$ cat config.mk
export PLATFORM = sky130hd
export DESIGN_NAME = esp_uart_bridge
export DESIGN_NICKNAME = d
export VERILOG_FILES = /design/src/rtl/esp_uart_bridge.sv
export SDC_FILE = /design/constraint.sdc
export NUM_CORES = 1
export LEC_CHECK = 0
export ABC_AREA = 1
export CORE_MARGIN = 5
export CORE_UTILIZATION = 65
export DETAILED_ROUTE_END_ITERATION = 10
export GPL_ROUTABILITY_DRIVEN = 0
export PLACE_DENSITY = 0.84
export SLEW_MARGIN = 20
export SYNTH_ARGS = -nofsm -noshare
export SYNTH_HDL_FRONTEND = slang
export SYNTH_HIERARCHICAL = 1
export SYNTH_SLANG_ARGS = --single-unit
$ cat constraint.sdc
create_clock -name clk -period 4.3 [get_ports clk]
set_input_delay 1.075 -clock clk [delete_from_list [all_inputs] [get_ports clk]]
set_output_delay 1.075 -clock clk [all_outputs]
set_load 0.02 [all_outputs]
$ cat src/rtl/esp_uart_bridge.sv
// Memory-mapped bridge between the aq32 CPU bus and the ESP32 co-processor UART.
// TX/RX FIFOs plus 9-bit-frame serial transmitter and receiver (bit 8 = command marker).

module esp_uart_bridge_fifo #(
   parameter int unsigned AW = 4,
   parameter int unsigned DW = 9
) (
   input  logic          clk,
   input  logic          reset_n,
   input  logic          push,
   input  logic [DW-1:0] wdata,
   input  logic          pop,
   output logic [DW-1:0] head_c,
   output logic          empty_c,
   output logic          full_c,
   output logic          accept_c
);
   localparam int unsigned DEPTH = 1 << AW;
   localparam int unsigned PW    = AW + 1;

   logic [DW-1:0] mem [DEPTH];
   logic [PW-1:0] wr_ptr;
   logic [PW-1:0] rd_ptr;
   logic          do_pop;

   assign empty_c  = (wr_ptr == rd_ptr);
   assign full_c   = (wr_ptr[AW-1:0] == rd_ptr[AW-1:0]) && (wr_ptr[AW] != rd_ptr[AW]);
   assign do_pop   = pop && !empty_c;
   // A pop in the same cycle frees the slot the push lands in
   assign accept_c = push && (!full_c || do_pop);
   assign head_c   = mem[rd_ptr[AW-1:0]];

   always_ff @(posedge clk) begin
      if (!reset_n) begin
         wr_ptr <= '0;
         rd_ptr <= '0;
      end else begin
         if (accept_c) wr_ptr <= wr_ptr + PW'(1);
         if (do_pop)   rd_ptr <= rd_ptr + PW'(1);
      end
   end

   always_ff @(posedge clk) begin
      if (accept_c) mem[wr_ptr[AW-1:0]] <= wdata;
   end
endmodule

module esp_uart_bridge #(
   parameter int unsigned BAUD_DIV = 16,
   parameter int unsigned FIFO_AW  = 4
) (
   input  logic        clk,
   input  logic        reset_n,
   input  logic        bus_addr,
   input  logic [31:0] bus_wrdata,
   input  logic        bus_wren,
   input  logic        bus_rden,
   output logic [31:0] bus_rddata,
   output logic        uart_txd,
   input  logic        uart_rxd,
   input  logic        uart_cts_n
);
   localparam int unsigned CW = 16;
   localparam logic [CW-1:0] BIT_END  = CW'(BAUD_DIV - 1);
   localparam logic [CW-1:0] HALF_END = CW'(BAUD_DIV / 2 - 1);

   typedef enum logic [1:0] {TX_IDLE, TX_START, TX_DATA, TX_STOP} tx_state_t;
   typedef enum logic [1:0] {RX_IDLE, RX_START, RX_DATA, RX_STOP} rx_state_t;

   tx_state_t     tx_state, tx_state_n;
   logic [CW-1:0] tx_cnt, tx_cnt_n;
   logic [3:0]    tx_bit, tx_bit_n;
   logic [8:0]    tx_sh, tx_sh_n;
   logic          txd_n;
   logic          tx_pop_c, tx_go_c, tx_tick_c;

   rx_state_t     rx_state, rx_state_n;
   logic [CW-1:0] rx_cnt, rx_cnt_n;
   logic [3:0]    rx_bit, rx_bit_n;
   logic [8:0]    rx_sh, rx_sh_n;
   logic          rx_push_c, ferr_set_c, rx_tick_c, rx_fall_c;

   logic rx_s1, rx_s2, rx_prev, cts_s1, cts_s2;
   logic ovf, ferr;

   logic [8:0] tx_head, rx_head;
   logic       tx_empty, tx_full, tx_accept;
   logic       rx_empty, rx_full, rx_accept;

   logic wr_data_c, wr_stat_c, rd_data_c, rd_stat_c;
   logic [31:0] status_c;
   logic unused_c;

   // Write wins when both strobes are asserted
   assign wr_data_c = bus_wren && bus_addr;
   assign wr_stat_c = bus_wren && !bus_addr;
   assign rd_data_c = bus_rden && !bus_wren && bus_addr;
   assign rd_stat_c = bus_rden && !bus_wren && !bus_addr;

   assign status_c = {27'b0, (tx_empty && tx_state == TX_IDLE), ferr, ovf, tx_full, !rx_empty};
   assign unused_c = ^{bus_wrdata[31:9], tx_accept, rx_full};

   esp_uart_bridge_fifo #(.AW(FIFO_AW), .DW(9)) u_tx_fifo (
      .clk(clk), .reset_n(reset_n), .push(wr_data_c), .wdata(bus_wrdata[8:0]),
      .pop(tx_pop_c), .head_c(tx_head), .empty_c(tx_empty), .full_c(tx_full),
      .accept_c(tx_accept)
   );

   esp_uart_bridge_fifo #(.AW(FIFO_AW), .DW(9)) u_rx_fifo (
      .clk(clk), .reset_n(reset_n), .push(rx_push_c), .wdata(rx_sh_n),
      .pop(rd_data_c), .head_c(rx_head), .empty_c(rx_empty), .full_c(rx_full),
      .accept_c(rx_accept)
   );

   assign tx_go_c   = !tx_empty && !cts_s2;
   assign tx_tick_c = (tx_cnt == BIT_END);
   assign rx_tick_c = (rx_cnt == BIT_END);
   assign rx_fall_c = rx_prev && !rx_s2;

   // TX next-state: txd_n is the line level for the next cycle
   always_comb begin
      tx_state_n = tx_state;
      tx_cnt_n   = tx_cnt;
      tx_bit_n   = tx_bit;
      tx_sh_n    = tx_sh;
      txd_n      = uart_txd;
      tx_pop_c   = 1'b0;
      case (tx_state)
         TX_IDLE: begin
            txd_n = 1'b1;
            if (tx_go_c) begin
               tx_pop_c   = 1'b1;
               tx_sh_n    = tx_head;
               tx_cnt_n   = '0;
               txd_n      = 1'b0;
               tx_state_n = TX_START;
            end
         end
         TX_START: begin
            if (tx_tick_c) begin
               tx_cnt_n   = '0;
               tx_bit_n   = '0;
               txd_n      = tx_sh[0];
               tx_sh_n    = tx_sh >> 1;
               tx_state_n = TX_DATA;
            end else tx_cnt_n = tx_cnt + CW'(1);
         end
         TX_DATA: begin
            if (tx_tick_c) begin
               tx_cnt_n = '0;
               if (tx_bit == 4'd8) begin
                  txd_n      = 1'b1;
                  tx_state_n = TX_STOP;
               end else begin
                  txd_n    = tx_sh[0];
                  tx_sh_n  = tx_sh >> 1;
                  tx_bit_n = tx_bit + 4'd1;
               end
            end else tx_cnt_n = tx_cnt + CW'(1);
         end
         TX_STOP: begin
            if (tx_tick_c) begin
               tx_cnt_n = '0;
               // Chain straight into the next start bit with no idle gap
               if (tx_go_c) begin
                  tx_pop_c   = 1'b1;
                  tx_sh_n    = tx_head;
                  txd_n      = 1'b0;
                  tx_state_n = TX_START;
               end else begin
                  txd_n      = 1'b1;
                  tx_state_n = TX_IDLE;
               end
            end else tx_cnt_n = tx_cnt + CW'(1);
         end
         default: tx_state_n = TX_IDLE;
      endcase
   end

   // RX next-state: edge-triggered start, so after a framing error the line must rise first
   always_comb begin
      rx_state_n = rx_state;
      rx_cnt_n   = rx_cnt;
      rx_bit_n   = rx_bit;
      rx_sh_n    = rx_sh;
      rx_push_c  = 1'b0;
      ferr_set_c = 1'b0;
      case (rx_state)
         RX_IDLE: begin
            if (rx_fall_c) begin
               rx_cnt_n   = '0;
               rx_state_n = RX_START;
            end
         end
         RX_START: begin
            if (rx_cnt == HALF_END) begin
               rx_cnt_n   = '0;
               rx_bit_n   = '0;
               rx_state_n = rx_s2 ? RX_IDLE : RX_DATA;
            end else rx_cnt_n = rx_cnt + CW'(1);
         end
         RX_DATA: begin
            if (rx_tick_c) begin
               rx_cnt_n = '0;
               rx_sh_n  = {rx_s2, rx_sh[8:1]};
               if (rx_bit == 4'd8) rx_state_n = RX_STOP;
               else                rx_bit_n   = rx_bit + 4'd1;
            end else rx_cnt_n = rx_cnt + CW'(1);
         end
         RX_STOP: begin
            if (rx_tick_c) begin
               rx_cnt_n   = '0;
               rx_state_n = RX_IDLE;
               if (rx_s2) rx_push_c  = 1'b1;
               else       ferr_set_c = 1'b1;
            end else rx_cnt_n = rx_cnt + CW'(1);
         end
         default: rx_state_n = RX_IDLE;
      endcase
   end

   always_ff @(posedge clk) begin
      if (!reset_n) begin
         tx_state   <= TX_IDLE;
         tx_cnt     <= '0;
         tx_bit     <= '0;
         tx_sh      <= '0;
         uart_txd   <= 1'b1;
         rx_state   <= RX_IDLE;
         rx_cnt     <= '0;
         rx_bit     <= '0;
         rx_sh      <= '0;
         rx_s1      <= 1'b1;
         rx_s2      <= 1'b1;
         rx_prev    <= 1'b1;
         cts_s1     <= 1'b1;
         cts_s2     <= 1'b1;
         ovf        <= 1'b0;
         ferr       <= 1'b0;
         bus_rddata <= '0;
      end else begin
         tx_state <= tx_state_n;
         tx_cnt   <= tx_cnt_n;
         tx_bit   <= tx_bit_n;
         tx_sh    <= tx_sh_n;
         uart_txd <= txd_n;
         rx_state <= rx_state_n;
         rx_cnt   <= rx_cnt_n;
         rx_bit   <= rx_bit_n;
         rx_sh    <= rx_sh_n;
         rx_s1    <= uart_rxd;
         rx_s2    <= rx_s1;
         rx_prev  <= rx_s2;
         cts_s1   <= uart_cts_n;
         cts_s2   <= cts_s1;
         ovf  <= (ovf  && !(wr_stat_c && bus_wrdata[2])) || (rx_push_c && !rx_accept);
         ferr <= (ferr && !(wr_stat_c && bus_wrdata[3])) || ferr_set_c;
         if (rd_stat_c)      bus_rddata <= status_c;
         else if (rd_data_c) bus_rddata <= rx_empty ? 32'h0 : {23'b0, rx_head};
      end
   end
endmodule

# Word-level counts from Yosys, hierarchy flattened
# Memory sizes are Yosys's and may differ from the RTL's. A register that Yosys moved wholly into a read port is not among the register bits.
# Cells that the tools add are included.
[word_totals]
ff_bits = 99
latch_bits = 0
ram_bits = 288
romBits = 0
in_bits = 39
n_memories = 2
[mem_list]
columns = ["name", "depth", "width", "read_ports", "rd_clocked_by_memory_dff", "wr", "line", "rtl"]
rows = [
  ["u_rx_fifo.mem", 16, 9, 1, 1, 1, "21", "logic [DW-1:0] mem [DEPTH];"],
  ["u_tx_fifo.mem", 16, 9, 1, 1, 1, "21", ""],
]
[classes]
n_addsub = 8
mul = 0
n_div = 0
order_cmp = 0
eq_ne = 29
n_shift = 0
n_mux = 63
bitwise_logic = 1
n_reduce_logical = 48
[ops]
columns = ["op", "n"]
rows = [
  ["16-bit two-way mux", 5],
  ["9-bit two-way mux", 8],
  ["16-bit case mux with 3 select lines", 1],
  ["4-bit two-way mux", 10],
  ["9-bit case mux with 4 select lines", 1],
  ["16-bit by 1-bit adder with 16-bit output (second input constant)", 2],
  ["16-bit by 4-bit == test with 1-bit output (second input constant)", 2],
  ["16-bit case mux with 2 select lines", 1],
  ["2-bit inequality test (second input constant)", 12],
  ["2-bit two-way mux", 11],
  ["5-bit by 1-bit adder with 5-bit output (second input constant)", 4],
  ["1-bit logical AND", 19],
  ["1-bit two-way mux", 18],
  ["16-bit by 3-bit == test with 1-bit output (second input constant)", 1],
  ["2-bit case mux with 4 select lines", 2],
  ["4-bit case mux with 2 select lines", 2],
  ["4-bit AND reduction", 3],
  ["1-bit logical NOT", 11],
  ["5-bit == test", 2],
  ["5-bit two-way mux", 2],
  ["5-bit AND reduction", 2],
  ["4-bit by 1-bit adder with 4-bit output (second input constant)", 2],
  ["2-bit == test (second input constant)", 4],
  ["4-bit == test", 2],
  ["12 further kinds", 22],
]

# Longest topological paths before layout
# Gate-level depths: netlist (run 1).
[logic_depth]
word_depth = 11
ltp_mapped = 18
ltp_nobuf = 17

# By module
# The synthesis (run 1) kept the hierarchy.
[by_module_without_submodules]
columns = ["mod", "n_inst", "cells_each", "area_each_um2"]
rows = [
  ["esp_uart_bridge_fifo (u_tx_fifo)", 1, 539, 6500.0],
  ["esp_uart_bridge_fifo (u_rx_fifo)", 1, 539, 6473.7],
  ["esp_uart_bridge", 1, 654, 4528.1],
]

# Worst setup path after synthesis (run 1)
# No wires, ideal clock.
[synth_timing]
path_type = "input port to flip-flop"
from = "input port bus_rden"
to = "memory u_rx_fifo.mem[0][0] (enable)"
arrival_ns = 2.577
slack_ns = 1.348
path_stages = 10
path_cell_list = "inv_1 nor2_1 inv_1 nor2_1 inv_1 nand4_4 nand2_4 inv_4 nand2_2 nor2_1"
[synth_via]
elab_chain_len = 7
[synth_rtl]
columns = ["element", "line", "rtl"]
rows = [
  ["from (decl)", "57", "input logic bus_rden,"],
  ["1-bit logical AND (2 in a row)", "97", "assign rd_data_c = bus_rden && !bus_wren && bus_addr;"],
  ["via rd_data_c", "90", "logic wr_data_c, wr_stat_c, rd_data_c, rd_stat_c;"],
  ["1-bit logical AND", "28", "assign do_pop = pop && !empty_c;"],
  ["1-bit logical OR", "30", "assign accept_c = push && (!full_c || do_pop);"],
  ["1-bit logical AND", "30", ""],
  ["via rx_accept", "88", "logic rx_empty, rx_full, rx_accept;"],
  ["1-bit two-way mux", "44", "if (accept_c) mem[wr_ptr[AW-1:0]] <= wdata;"],
  ["1-bit two-way mux (implied by the code)", "44", ""],
  ["to (decl)", "21", ""],
]
# The timed path passes the listed nets, and every way through them passes these cells.

# Worst setup path in the final report (run 1)
[layout_timing]
from = "register u_tx_fifo.wr_ptr[2]"
to = "memory u_tx_fifo.mem[10][4] (enable)"
[layout_via]
elab_chain_len = 11
[layout_rtl]
columns = ["element", "line", "rtl"]
rows = [
  ["from (decl)", "22", "logic [PW-1:0] wr_ptr;"],
  ["from (signal assigned)", "38", "if (accept_c) wr_ptr <= wr_ptr + PW'(1);"],
  ["5-bit == test (*)", "26", "assign empty_c = (wr_ptr == rd_ptr);"],
  ["via tx_empty", "87", "logic tx_empty, tx_full, tx_accept;"],
  ["1-bit logical NOT (*)", "115", "assign tx_go_c = !tx_empty && !cts_s2;"],
  ["1-bit logical AND (*)", "115", ""],
  ["1-bit two-way mux (*)", "131, 165", ""],
  ["1-bit two-way mux", "162", "if (tx_tick_c) begin"],
  ["1-bit case mux with 2 select lines (*)", "128", "case (tx_state)"],
  ["via tx_pop_c", "75", "logic tx_pop_c, tx_go_c, tx_tick_c;"],
  ["1-bit logical AND (*)", "28", ""],
  ["1-bit logical OR (*)", "30", ""],
  ["1-bit logical AND (*)", "30", ""],
  ["via tx_accept", "87", ""],
  ["1-bit two-way mux (*)", "44", ""],
  ["1-bit two-way mux (implied by the code) (*)", "44", ""],
  ["to (decl)", "21", ""],
]
# The timed path passes the listed nets; every way through them passes the cells marked *.

==> results of run 1 <==
area by class of cell:
cell class                      count  area, sq um
Sequential cell                   395        10800
Fill cell                        1782         7540
Multi-Input combinational cell   1135         5770
Clock buffer                       50         1070
Inverter                          125          480
Timing Repair Buffer               52          453
Tap cell                          341          427
Clock inverter                     21          189
sequential cells by signal (all words and copies together), names as in the netlist, 5 cells and up, named ones only:
| name | cells |
|---|---|
| u_rx_fifo/mem | 144 |
| u_tx_fifo/wr_ptr | 5 |
| u_tx_fifo/rd_ptr | 5 |
| u_rx_fifo/wr_ptr | 5 |
| u_rx_fifo/rd_ptr | 5 |
| rx_sh | 9 |
| tx_cnt | 16 |
| tx_sh | 9 |
| rx_cnt | 16 |
| u_tx_fifo/mem | 144 |
| bus_rddata | 9 |
routing by layer:
metal | GRT usage, % | part of all wire (%)
met5 | 0 | 0
met4 | 7.95 | 3.1
met3 | 3.85 | 8.1
met2 | 43.9 | 50
met1 | 32.5 | 39
layout by cell type (no fill, tap or decap), types with 11 or more instances in the layout:
| cell | count |
|---|---|
| sky130_fd_sc_hd__clkdlybuf4s50_1 | 25 |
| sky130_fd_sc_hd__xor2_1 | 12 |
| sky130_fd_sc_hd__inv_2 | 16 |
| sky130_fd_sc_hd__nand2_2 | 12 |
| sky130_fd_sc_hd__clkinv_2 | 11 |
| sky130_fd_sc_hd__a21oi_1 | 74 |
| sky130_fd_sc_hd__o211ai_1 | 74 |
| sky130_fd_sc_hd__nand2_1 | 239 |
| sky130_fd_sc_hd__clkbuf_16 | 41 |
| sky130_fd_sc_hd__nand3_1 | 78 |
| sky130_fd_sc_hd__inv_1 | 102 |
| sky130_fd_sc_hd__ha_1 | 21 |
| sky130_fd_sc_hd__conb_1 | 23 |
| sky130_fd_sc_hd__nor2_1 | 309 |
| sky130_fd_sc_hd__o21ai_0 | 178 |
| sky130_fd_sc_hd__edfxtp_1 | 288 |
| sky130_fd_sc_hd__nand4_1 | 22 |
| sky130_fd_sc_hd__buf_4 | 27 |
| sky130_fd_sc_hd__dfxtp_1 | 103 |
report_power, final:
part | switching (mW) | internal (mW) | total, mW
clock network | 1.39 | 1.95 | 3.34
logic | 0.419 | 0.185 | 0.604
registers | 0.0466 | 4.12 | 4.16
total | 1.86 | 6.25 | 8.11
worst max-delay path by stage:
stage                           end  slack (ps)  cells after the start
2_1_floorplan   u_rx_fifo/mem[0][0]        1350                     10
4_1_cts        u_tx_fifo/mem[10][4]        1000                     16
6_report       u_tx_fifo/mem[10][4]         960                     16
3_5_place_dp    u_rx_fifo/mem[9][5]         720                     10
3_3_place_gp    u_rx_fifo/mem[6][0]         770                     10
5_1_grt        u_tx_fifo/mem[12][3]         720                     16
critical path, delay by kind of cell, from the launching register on:
family                 cells  cell delay [ps]
AND/OR/NAND/NOR           10             1770
flip-flops                 1              470
buffers and inverters      4              380
AO/OA/AOI/OAI              2              340
==> impl_table.tex, run 1 <==
\begin{tabular}{lr}
\hline
Metric & Value \\
\hline
\multicolumn{2}{l}{\textbf{Status}} \\
\quad Result of the run & finished, final reports clean \\
\multicolumn{2}{l}{\textbf{Detailed routing}} \\
\quad Total number of vias & 12,628 \\
\quad Post-Route WL & 38.5 mm \\
\quad DRT Pass-1 Iters & 5 \\
\quad Average via count per standard cell & 5.96 \\
\quad Remaining antenna violation count & 0 \\
\quad Number of remaining DRC errors & 0 \\
\quad Wire length per cell after detailed routing & 18.1 um \\
\quad DRC violation total after the first TritonRoute iteration & 1,431 \\
\multicolumn{2}{l}{\textbf{Place}} \\
\quad Detailed-placement wirelength estimate & 23.9 mm \\
\quad Placed cell area & 17,900 sq um \\
\quad Number of buffers added on ports & 25 \\
\quad Worst slack at placement & 724 ps \\
\quad Total placed cells including tap cells & 2,048 \\
\multicolumn{2}{l}{\textbf{STA}} \\
\quad Setup Total Neg Slack & 0 ps \\
\quad Post-route setup slack & 963 ps \\
\quad Unrepaired setup endpoints after global routing & false \\
\quad Clock tree skew after final layout & 22.8 ps \\
\quad Highest clock frequency the design can meet & 0.300 GHz \\
\quad Max-Slew Margin vs Limit & 26.5\% \\
\quad Min Clock Period, post-route & 3340 ps \\
\quad Pins Over Slew Limit & 0 \\
\quad Final worst-path cycle share & 77.6\% \\
\quad Transition time at the pin with the least slew margin & 1100 ps \\
\quad Worst hold slack across all endpoints & 419 ps \\
\quad Final Hold Violating Endpoints & 0 \\
\quad Final setup violation count & 0 \\
\multicolumn{2}{l}{\textbf{Power}} \\
\quad Final total power & 8.11 mW \\
\quad Maximum ir drop on the vdd rail & 0.395 mV \\
\quad Power density of the placed cells & 422 nW/um\^{}2 \\
\quad Leakage & 6.72 nW \\
\multicolumn{2}{l}{\textbf{CTS}} \\
\quad Clock tree from TritonCTS & built \\
\quad Number of clock sinks seen by CTS & 395 \\
\quad Buffer depth of the longest clock path & 3 \\
\quad Clock Latency Late Sink & 540 ps \\
\quad Total of hold buffers inserted after clock tree synthesis & 0 \\
\quad CTS buffer count & 40 \\
\quad Setup Fix Bufs, Post-CTS & 0 \\
\quad \# H-tree levels & 2 \\
\quad Clock transition at the register clock pins on the worst setup and hold paths after CTS & 60 ps \\
\quad Number of instances resized during post-cts repair & 0 \\
\quad Clock Root Buffer & sky130\_fd\_sc\_hd\_\_clkbuf\_16 \\
\multicolumn{2}{l}{\textbf{Critical path}} \\
\quad Depth of the worst register-to-register path & 16 \\
\quad Required time worst endpoint & 4450 ps \\
\quad Max Fanout on Critical Path & 9 \\
\quad Reg2reg setup slack & 960 ps \\
\quad Crit Path Class & register to register \\
\quad Type of element capturing the critical path & register \\
\quad Worst setup path startpoint & u\_tx\_fifo/wr\_ptr[2] \\
\quad Worst endpoint data arrival time & 3480 ps \\
\quad Worst r2r dst & u\_tx\_fifo/mem[10][4] \\
\quad Startpoint type of the worst setup path & register \\
\quad Reg2Reg Launch Point & u\_tx\_fifo/wr\_ptr[2] \\
\quad CP max stage cell & sky130\_fd\_sc\_hd\_\_nor2\_1 \\
\quad Cell chain of the critical path & nand2\_1, nand2\_1, nor2\_4, nand3\_2, inv\_1, nor2\_1, inv\_1, nor2\_1, o21ai\_0, a21oi\_1, inv\_1, nand4\_4, nand2\_4, inv\_6, nand2\_4, nor2\_1 \\
\quad Delay contributed by the slowest stage of the critical path & 680 ps \\
\multicolumn{2}{l}{\textbf{Cells and area}} \\
\quad Fin util & 71.8\% \\
\quad Diode count & 0 \\
\quad Post-route cell area & 19,200 sq um \\
\quad Final non-filler cell total & 2,119 \\
\quad Number of nets in the finished design & 1,809 \\
\quad Relative area change from synthesis to final layout & 9.69\% \\
\quad Fraction of final layout cells with drive strength greater than 1 & 10.1\% \\
\multicolumn{2}{l}{\textbf{Die}} \\
\quad Core Area & 26,700 sq um \\
\quad Width of the die & 174 um \\
\quad Standard-cell row count & 60 \\
\quad Total die area & 30,300 sq um \\
\quad Initial standard-cell utilization of the core & 65.5\% \\
\quad Die H & 174 um \\
\quad Count of pins on the block boundary & 72 \\
\multicolumn{2}{l}{\textbf{Global routing}} \\
\quad Vias in the first global route & 12,155 \\
\quad Overall fraction of global-route tracks in use & 25.1\% \\
\quad Antenna violations before repair & 0 \\
\quad Pin count of the biggest net entering global routing & 73 \\
\quad Wire length of the first global-routing pass & 61.9 mm \\
\quad Total global routing overflow & 0 \\
\multicolumn{2}{l}{\textbf{Worst hold path}} \\
\quad Worst Hold Class & register to register \\
\quad Hold path endpoint & cts\_s2 \\
\quad Number of cells traversed by the worst hold path & 1 \\
\quad Origin of the worst min-delay path & cts\_s1 \\
\multicolumn{2}{l}{\textbf{Logic synthesis}} \\
\quad Syn Area/Cell & 10.1 sq um \\
\quad Number of instances in the synthesized netlist & 1,730 \\
\quad Synth Cell Area & 17,500 sq um \\
\quad Count of yosys warnings during synthesis & 6 \\
\multicolumn{2}{l}{\textbf{Run}} \\
\quad Max-Cap Viols & 0 \\
\hline
\end{tabular}
Note: power is estimated with default switching activity, not from simulation.
==> run 2, diff against run 1 <==
- CORE_UTILIZATION: 65 -> 61
- PLACE_DENSITY: 0.84 -> 0.8
- clock period: 4.3 -> 3.5 ns (I/O delays scaled with it)
==> impl_table.tex, run 2 (same netlist as run 1, synthesis figures left out) <==
\begin{tabular}{lr}
\hline
Metric & Value \\
\hline
\multicolumn{2}{l}{\textbf{Cells and area}} \\
\quad Relative area change from synthesis to final layout & 11.3\% \\
\quad Leading cell type in the layout, fill and taps excluded & sky130\_fd\_sc\_hd\_\_nor2\_1 \\
\quad Most frequent cells in the layout & 309 x sky130\_fd\_sc\_hd\_\_nor2\_1, 288 x sky130\_fd\_sc\_hd\_\_edfxtp\_1, 239 x sky130\_fd\_sc\_hd\_\_nand2\_1, 178 x sky130\_fd\_sc\_hd\_\_o21ai\_0, 103 x sky130\_fd\_sc\_hd\_\_dfxtp\_1 \\
\quad Number of nets in the finished design & 1,838 \\
\quad Final non-filler cell total & 2,193 \\
\quad Diode count & 0 \\
\quad Fraction of final layout cells with drive strength greater than 1 & 11.2\% \\
\multicolumn{2}{l}{\textbf{Critical path}} \\
\quad Reg2reg setup slack & 570 ps \\
\quad Reg2Reg Launch Point & u\_tx\_fifo/wr\_ptr[2] \\
\quad Startpoint type of the worst setup path & register \\
\quad Worst setup path startpoint & u\_tx\_fifo/wr\_ptr[2] \\
\quad Worst endpoint data arrival time & 3140 ps \\
\quad Crit Path Class & register to register \\
\quad Depth of the worst register-to-register path & 17 \\
\quad Type of element capturing the critical path & register \\
\quad Max Fanout on Critical Path & 9 \\
\quad Worst r2r dst & u\_tx\_fifo/mem[13][6] \\
\quad End point of the critical path & u\_tx\_fifo/mem[13][6] \\
\quad Required time worst endpoint & 3720 ps \\
\multicolumn{2}{l}{\textbf{STA}} \\
\quad Clock tree skew after final layout & 17.1 ps \\
\quad Highest clock frequency the design can meet & 0.342 GHz \\
\quad Transition time at the pin with the least slew margin & 1090 ps \\
\quad Final setup violation count & 0 \\
\quad Min Clock Period, post-route & 2930 ps \\
\quad Max-Slew Margin vs Limit & 27.3\% \\
\quad Worst hold slack across all endpoints & 415 ps \\
\quad Final Hold Violating Endpoints & 0 \\
\quad Setup Total Neg Slack & 0 ps \\
\quad Final worst-path cycle share & 83.6\% \\
\quad Unrepaired setup endpoints after global routing & false \\
\quad Pins Over Slew Limit & 0 \\
\multicolumn{2}{l}{\textbf{CTS}} \\
\quad \# H-tree levels & 2 \\
\quad Clock tree from TritonCTS & built \\
\quad CTS buffer count & 40 \\
\quad Clock transition at the register clock pins on the worst setup and hold paths after CTS & 60 ps \\
\quad Clock Root Buffer & sky130\_fd\_sc\_hd\_\_clkbuf\_16 \\
\quad Total of hold buffers inserted after clock tree synthesis & 0 \\
\quad Buffer depth of the longest clock path & 3 \\
\quad Clock Latency Late Sink & 530 ps \\
\quad Number of instances resized during post-cts repair & 0 \\
\quad Setup Fix Bufs, Post-CTS & 0 \\
\quad Number of clock sinks seen by CTS & 395 \\
\multicolumn{2}{l}{\textbf{Detailed routing}} \\
\quad DRT Pass-1 Iters & 5 \\
\quad Wire length per cell after detailed routing & 17.7 um \\
\quad Remaining antenna violation count & 0 \\
\quad Total number of vias & 12,652 \\
\quad Post-Route WL & 38.9 mm \\
\quad DRC violation total after the first TritonRoute iteration & 1,191 \\
\quad Average via count per standard cell & 5.77 \\
\quad Number of remaining DRC errors & 0 \\
\multicolumn{2}{l}{\textbf{Run}} \\
\quad Max-Cap Viols & 0 \\
\multicolumn{2}{l}{\textbf{Die}} \\
\quad Die H & 179 um \\
\quad Core Area & 28,500 sq um \\
\quad Total die area & 32,200 sq um \\
\quad Count of pins on the block boundary & 72 \\
\quad Width of the die & 179 um \\
\quad Initial standard-cell utilization of the core & 61.3\% \\
\quad Standard-cell row count & 62 \\
\multicolumn{2}{l}{\textbf{Global routing}} \\
\quad Antenna violations before repair & 0 \\
\quad Total global routing overflow & 0 \\
\quad Vias in the first global route & 12,283 \\
\quad Pin count of the biggest net entering global routing & 73 \\
\quad Overall fraction of global-route tracks in use & 24.1\% \\
\quad Wire length of the first global-routing pass & 61.7 mm \\
\multicolumn{2}{l}{\textbf{Power}} \\
\quad Maximum ir drop on the vdd rail & 0.474 mV \\
\quad Power density of the placed cells & 507 nW/um\^{}2 \\
\quad Final total power & 9.88 mW \\
\quad Leakage & 6.87 nW \\
\multicolumn{2}{l}{\textbf{Status}} \\
\quad Result of the run & finished, final reports clean \\
\multicolumn{2}{l}{\textbf{Place}} \\
\quad Detailed-placement wirelength estimate & 24.8 mm \\
\quad Total placed cells including tap cells & 2,120 \\
\quad Number of buffers added on ports & 25 \\
\multicolumn{2}{l}{\textbf{Worst hold path}} \\
\quad Number of cells traversed by the worst hold path & 1 \\
\quad Worst Hold Class & register to register \\
\hline
\end{tabular}
-- run 2: cell types whose count changed in the layout (fill, tap and decap cells not counted), moves of 2 or more --
cell | before | now
sky130_fd_sc_hd__clkbuf_8 | 1 | 3
sky130_fd_sc_hd__buf_4 | 27 | 53
sky130_fd_sc_hd__clkbuf_1 | 8 | 16
sky130_fd_sc_hd__clkinv_4 | 0 | 2
sky130_fd_sc_hd__bufinv_16 | 3 | 1
sky130_fd_sc_hd__buf_12 | 0 | 3
sky130_fd_sc_hd__clkinv_2 | 11 | 4
-- run 2: critical path, cell delays in order (launching register included) --
cell and delay (ps):
sky130_fd_sc_hd__dfxtp_1 490, sky130_fd_sc_hd__nand2_1 90, sky130_fd_sc_hd__nand2_1 110, sky130_fd_sc_hd__nor2_4 60, sky130_fd_sc_hd__nand3_2 70, sky130_fd_sc_hd__inv_1 60, sky130_fd_sc_hd__nor2_1 270, sky130_fd_sc_hd__inv_1 80
sky130_fd_sc_hd__nor2_1 150, sky130_fd_sc_hd__o21ai_0 150, sky130_fd_sc_hd__a21oi_1 200, sky130_fd_sc_hd__inv_1 100, sky130_fd_sc_hd__nand4_4 150, sky130_fd_sc_hd__nand2_4 90, sky130_fd_sc_hd__inv_6 120, sky130_fd_sc_hd__nand2_4 100
sky130_fd_sc_hd__nor2_1 120, sky130_fd_sc_hd__buf_4 200
-- run 2: how the worst min path moves through the flow --
stage          startpoint     end
2_1_floorplan      cts_s1  cts_s2
3_3_place_gp        rx_s1   rx_s2
3_5_place_dp       cts_s1  cts_s2
4_1_cts            cts_s1  cts_s2
5_1_grt             rx_s1   rx_s2
6_report            rx_s1   rx_s2
-- run 2: area by class of cell --
| cell class | instances | area (sq um) |
|---|---|---|
| well taps | 384 | 480 |
| clock buffers | 60 | 1130 |
| clock inverters | 13 | 108 |
| fillers | 2053 | 9070 |
| flip-flops and latches | 395 | 10800 |
| multi-input cells | 1135 | 5770 |
| repair buffers | 81 | 708 |
| inverters | 125 | 480 |
-- run 2: power by group --
part	internal, mW	switching [mW]	total, mW
combinational	0.237	0.525	0.762
sequential	5.06	0.0612	5.12
clock	2.31	1.68	4.00
-- run 2: per-layer routing --
layer | vias up | track usage [%] | part of all wire [%]
li1 | 6006 | - | -
met5 | - | 1.08 | 0.11
met4 | 2 | 10.0 | 4.2
met2 | 484 | 41.0 | 49
met3 | 112 | 3.65 | 6.8
met1 | 6048 | 31.3 | 40
-- run 2: metrics by stage --
step                utilization, %  setup WS [ps]  area, sq um
floorplan                        -            748        17600
global placement              63.9            384        18200
detailed placement            63.9            361        18200
CTS                           68.2            607        19500
global route                  68.2            339        19500
finish                        68.2            575        19500
